**src/rtl/dec_syndrome_calc.sv**
```systemverilog
// SECDED decoder front end: computes the Hamming syndrome and overall parity
// of a received codeword and classifies it as clean, single-error or
// double-error. Two registered stages with valid/ready backpressure, plus
// saturating error-event counters fed by the output handshake.
module dec_syndrome_calc #(
    parameter int DATA_WIDTH = 32,
    parameter int CNT_WIDTH  = 16
) (
    input  logic                  clk,
    input  logic                  rst,
    input  logic                  in_valid,
    output logic                  in_ready,
    input  logic [DATA_WIDTH-1:0] codeword,
    output logic                  out_valid,
    input  logic                  out_ready,
    output logic [DATA_WIDTH-1:0] codeword_out,
    output logic [4:0]            whichColIsError,
    output logic                  err_single,
    output logic                  err_double,
    input  logic                  cnt_clear,
    output logic [CNT_WIDTH-1:0]  single_cnt,
    output logic [CNT_WIDTH-1:0]  double_cnt
);

    localparam int K  = $clog2(DATA_WIDTH);
    localparam int NB = DATA_WIDTH / 8;

    // Within one byte, syndrome bits 0..2 depend on the bit offset inside the
    // byte; syndrome bits 3 and up depend only on the byte index, so for those
    // the whole byte parity is enough. S1 therefore keeps three partial
    // parities plus one full parity per byte.
    logic                  s1_valid;
    logic [DATA_WIDTH-1:0] s1_cw;
    logic [NB-1:0][2:0]    s1_part;
    logic [NB-1:0]         s1_bpar;

    logic [NB-1:0][2:0]    part_d;
    logic [NB-1:0]         bpar_d;
    logic [4:0]            syn;
    logic                  par;
    logic                  s1_adv;
    logic                  s2_adv;

    // Handshake: each stage advances when its successor can take its content.
    always_comb begin
        s2_adv   = !out_valid || out_ready;
        s1_adv   = !s1_valid || s2_adv;
        in_ready = s1_adv;
    end

    // Per-byte partial parities of the incoming codeword.
    always_comb begin
        part_d = '0;
        bpar_d = '0;
        for (int b = 0; b < NB; b++) begin
            for (int j = 0; j < 8; j++) begin
                bpar_d[b] = bpar_d[b] ^ codeword[8*b+j];
                for (int k = 0; k < 3; k++) begin
                    if (((j >> k) & 1) != 0) begin
                        part_d[b][k] = part_d[b][k] ^ codeword[8*b+j];
                    end
                end
            end
        end
    end

    // Stage 1 register: codeword and partial parities.
    always_ff @(posedge clk or negedge rst) begin
        if (!rst) begin
            s1_valid <= 1'b0;
            s1_cw    <= '0;
            s1_part  <= '0;
            s1_bpar  <= '0;
        end else if (s1_adv) begin
            s1_valid <= in_valid;
            if (in_valid) begin
                s1_cw   <= codeword;
                s1_part <= part_d;
                s1_bpar <= bpar_d;
            end
        end
    end

    // Fold the per-byte partials into the syndrome and overall parity.
    always_comb begin
        syn = '0;
        par = ^s1_bpar;
        for (int k = 0; k < 3; k++) begin
            for (int b = 0; b < NB; b++) begin
                syn[k] = syn[k] ^ s1_part[b][k];
            end
        end
        for (int k = 3; k < 5; k++) begin
            if (k < K) begin
                for (int b = 0; b < NB; b++) begin
                    if (((b >> (k - 3)) & 1) != 0) begin
                        syn[k] = syn[k] ^ s1_bpar[b];
                    end
                end
            end
        end
    end

    // Stage 2 register: syndrome, classification and forwarded codeword.
    always_ff @(posedge clk or negedge rst) begin
        if (!rst) begin
            out_valid       <= 1'b0;
            codeword_out    <= '0;
            whichColIsError <= '0;
            err_single      <= 1'b0;
            err_double      <= 1'b0;
        end else if (s2_adv) begin
            out_valid <= s1_valid;
            if (s1_valid) begin
                codeword_out    <= s1_cw;
                whichColIsError <= syn;
                err_single      <= par;
                err_double      <= !par && (syn != 5'd0);
            end
        end
    end

    // Error-event counters: count results as they are accepted downstream,
    // saturate at all-ones, clear wins over a same-cycle increment.
    always_ff @(posedge clk or negedge rst) begin
        if (!rst) begin
            single_cnt <= '0;
            double_cnt <= '0;
        end else if (cnt_clear) begin
            single_cnt <= '0;
            double_cnt <= '0;
        end else if (out_valid && out_ready) begin
            if (err_single && (single_cnt != {CNT_WIDTH{1'b1}})) begin
                single_cnt <= single_cnt + 1'b1;
            end
            if (err_double && (double_cnt != {CNT_WIDTH{1'b1}})) begin
                double_cnt <= double_cnt + 1'b1;
            end
        end
    end

endmodule

```
**config.mk**
```make
export PLATFORM = sky130hd
export DESIGN_NAME = dec_syndrome_calc
export DESIGN_NICKNAME = d
export VERILOG_FILES = /design/src/rtl/dec_syndrome_calc.sv
export SDC_FILE = /design/constraint.sdc
export NUM_CORES = 1
export LEC_CHECK = 0
export ABC_AREA = 1
export CORE_UTILIZATION = 35
export CTS_CLUSTER_SIZE = 40
export DETAILED_ROUTE_END_ITERATION = 10
export SYNTH_ARGS = -nofsm -noshare
export SYNTH_HDL_FRONTEND = slang
export SYNTH_SLANG_ARGS = --single-unit
```
**constraint.sdc**
```tcl
create_clock -name clk -period 2.99 [get_ports clk]
set_input_delay 0.897 -clock clk [delete_from_list [all_inputs] [get_ports clk]]
set_output_delay 0.897 -clock clk [all_outputs]
set_load 0.1 [all_outputs]
```
==> results_dict.tcl <==
set metrics [dict create \
    ff2ff_setup_slack_ns 1.13 \
    drc 0 \
    syn-num-nets 818 \
    avgViaCountPerCell 4.569 \
    r2r_end "double_cnt[5]" \
    syn_area_um2 6207 \
    syn_to_final_growth_pct 28.99 \
    path_clk_slew_ns 0.06 \
    drv_slew 0 \
    fin_crit_ns 2.713 \
    ys_warn_count 0 \
    avgSynthCellArea_um2 7.968 \
    hold_violations 0 \
    hold_path_class "in -> async" \
    setup_tns_ns 0 \
    crit_arrival_ns 1.82 \
    dp_hpwl_um 9988 \
    grt_overflow_total 0 \
    clockBufferDepth 2 \
    drv_cap 0 \
    fin_worst_skew_ns 0.008035 \
    clk_latency_ns 0.42 \
    fp.dieH_um 135.2 \
    avgRoutedWirePerCell_um 12.51 \
    grt_busiest_layer "met2" \
    dieArea_um2 18270 \
    post-cts-setup-buffers 0 \
    firstDrtPassIters 4 \
    antenna_left 0 \
    crit_required_ns 2.09 \
    critical-path-max-stage-delay_ns 0.44 \
    path_delay_family "buffers and inverters" \
    wl_um 14150 \
    criticalPathCategory "in -> out" \
    ctsRootBufferMaster "clkbuf_16" \
    timing.rr.start "double_cnt[0]" \
    powerDensity_nw_per_um2 831.5 \
    crit_slowest_cell "clkdlybuf4s50_1" \
    fin_nets 932 \
    max_freq_mhz 368.6 \
    worst_pin_slew_ns 0.5885 \
    die_w_um 135.2 \
    insertedDiodeCount 0 \
    relSlewSlack_pct 60.77 \
    cp.buffers_inverters 3 \
    antenna_found_initial 0 \
    drive_above_1_share_pct 16.00 \
    cts_tree "built" \
    fin_crit_sh_pct 90.74 \
    synth_largest_area_cell "dfrtp_1" \
    grt_pass1_wl_um 24150 \
    grt_max_degree 68 \
    synth_top_area_share_pct 48.78 \
    status "complete, no violations" \
    grt_use_met3_pct 4.789 \
    rows 48 \
    port_buffers 109 \
    synthCells 779 \
    first_global_vias 4973 \
    fin_util_pct 46.29 \
    placeableCoreArea_um2 17300 \
    grt_use_total_pct 17.05 \
    via_count 5168 \
    critPathCaptureType "output pin" \
    setup_viol 0 \
    ys_types 29 \
    numCtsBuffers 17 \
    initial_core_util_pct 35.89 \
    peakVddDrop_mv 0.4997 \
    cp_max_fo 3 \
    io_pins 110 \
    rsz0062_at_grt "false" \
    synth-seq-cells 121 \
    ctsHoldBuffers 0 \
    cts_max_level 4 \
    cts_sinks 121 \
    drt-initial-drc-count 249 \
    worstPathCellList "clkdlybuf4s50_1 > inv_1 > nand3_2 > buf_12" \
    ff2ff_path_depth 9 \
    yosysSeqAreaShare_pct 48.78 \
    grtUsageMet2_pct 27.46 \
    use_met1_pct 21.48 \
    cts_resized 0 \
    leakage_uw 0.003821 \
    netlist_top_cells_area "dfrtp_1 49%, nand2_1 18%, o21ai_0 5.0%" \
    gp_congestion 0.8627 \
    cp-start-kind "input port" \
]
-- layout make-up --
class,instances,area [um^2]
multi-input cells,572,2831
fillers,1725,9290
inverters,63,239.0
clock buffers,17,425.4
well taps,225,281.5
repair buffers,118,1011
clock inverters,15,190.2
flip-flops and latches,121,3028
-- power by group --
group | internal [uW] | switching (uW)
Combinational | 537 | 1880
Sequential | 1920 | 187
Clock | 1330 | 807
-- cell usage in the layout (no fill, tap or decap) --
| cell | count |
|---|---|
| inv_2 | 1 |
| inv_1 | 59 |
| a21oi_1 | 3 |
| or2_2 | 6 |
| clkinvlp_4 | 4 |
| xnor2_1 | 32 |
| nand2_1 | 293 |
| buf_12 | 3 |
| nand3_1 | 22 |
| clkinv_4 | 2 |
| nor2_4 | 6 |
| inv_4 | 1 |
| nand3_2 | 1 |
| a31oi_1 | 9 |
| ha_1 | 2 |
| nand4_1 | 28 |
| buf_4 | 80 |
| o21ai_0 | 62 |
| xor2_1 | 26 |
| nor2_2 | 3 |
| clkinv_1 | 2 |
| clkdlybuf4s50_1 | 35 |
| nand2_2 | 9 |
| o21ai_4 | 1 |
| clkbuf_16 | 17 |
| nand3b_1 | 2 |
| nor2_1 | 53 |
| bufinv_16 | 3 |
| dfrtp_1 | 121 |
| inv_6 | 6 |
| nor2_8 | 1 |
| o21bai_1 | 6 |
| o21ai_1 | 6 |
| a21oi_4 | 1 |
-- sequential cells by signal (all words and copies together), names as in the netlist --
name,cells
codeword_out,32
double_cnt,16
err_double,1
err_single,1
out_valid,1
s1_bpar,4
s1_cw,32
s1_part,12
s1_valid,1
single_cnt,16
whichColIsError,5
-- routing by layer --
| metal | vias to the layer above | wire, um |
|---|---|---|
| met3 | 21 | 765 |
| met5 | - | 0 |
| met2 | 99 | 6526 |
| met1 | 2351 | 6596 |
| met4 | 0 | 262 |
| li1 | 2697 | - |
-- cells by family (layout without fill, tap and decap cells) --
logic type | after synthesis | in the layout | share of synthesized area, %
AND/OR/NAND/NOR | 424 | 424 | 29.07
flip-flops | 121 | 121 | 48.78
AO/OA/AOI/OAI | 88 | 88 | 7.881
buffers and inverters | 86 | 213 | 5.684
XOR/XNOR | 58 | 58 | 8.184
adder cells (fa/ha/maj) | 2 | 2 | 0.4031
-- worst max-delay path by stage --
| stage | end | slack, ns | cells after the start | start |
|---|---|---|---|---|
| 2_1_floorplan | s1_cw[15] | 0.26 | 7 | out_valid |
| 3_3_place_gp | in_ready | 0.28 | 4 | out_ready |
| 3_5_place_dp | in_ready | 0.28 | 4 | out_ready |
| 4_1_cts | in_ready | 0.27 | 4 | out_ready |
| 5_1_grt | in_ready | 0.24 | 4 | out_ready |
| 6_report | in_ready | 0.28 | 4 | out_ready |
-- worst reg2reg max path, delay by kind of cell, from the launching register on --
kind,cells,cell delay (ns)
fa+ha+maj,1,0.28
buf+inv,1,0.10
flops,1,0.47
simple gates,7,0.96
-- synthesized netlist by cell type --
library cell / n
nand2_1: 293
dfrtp_1: 121
o21ai_0: 62
inv_1: 59
nor2_1: 53
xnor2_1: 32
nand4_1: 28
xor2_1: 26
nand3_1: 23
clkbuf_1: 14
a31oi_1: 9
nand2_2: 9
buf_2: 7
nor2_4: 6
o21ai_1: 6
o21bai_1: 6
or2_2: 6
a21oi_1: 3
nor2_2: 3
clkinv_1: 2
ha_1: 2
nand3b_1: 2
a21oi_4: 1
buf_6: 1
buf_8: 1
inv_2: 1
inv_4: 1
nor2_8: 1
o21ai_4: 1
-- metrics by stage --
stage	worst slack [ns]	cell area, um^2	power, uW	hold WS (ns)	std cells
after floorplan	0.2577	6212	3974	0.4502	779
after global placement	0.2755	7391	4559	0.4604	1099
after detailed placement	0.2776	7391	4579	0.4631	1099
after CTS	0.2728	8006	6749	0.4330	1131
after global routing	0.2405	8006	6987	0.4617	1131
final	0.2769	8006	6657	0.4321	1131
Note: power is estimated with default switching activity, not from simulation.
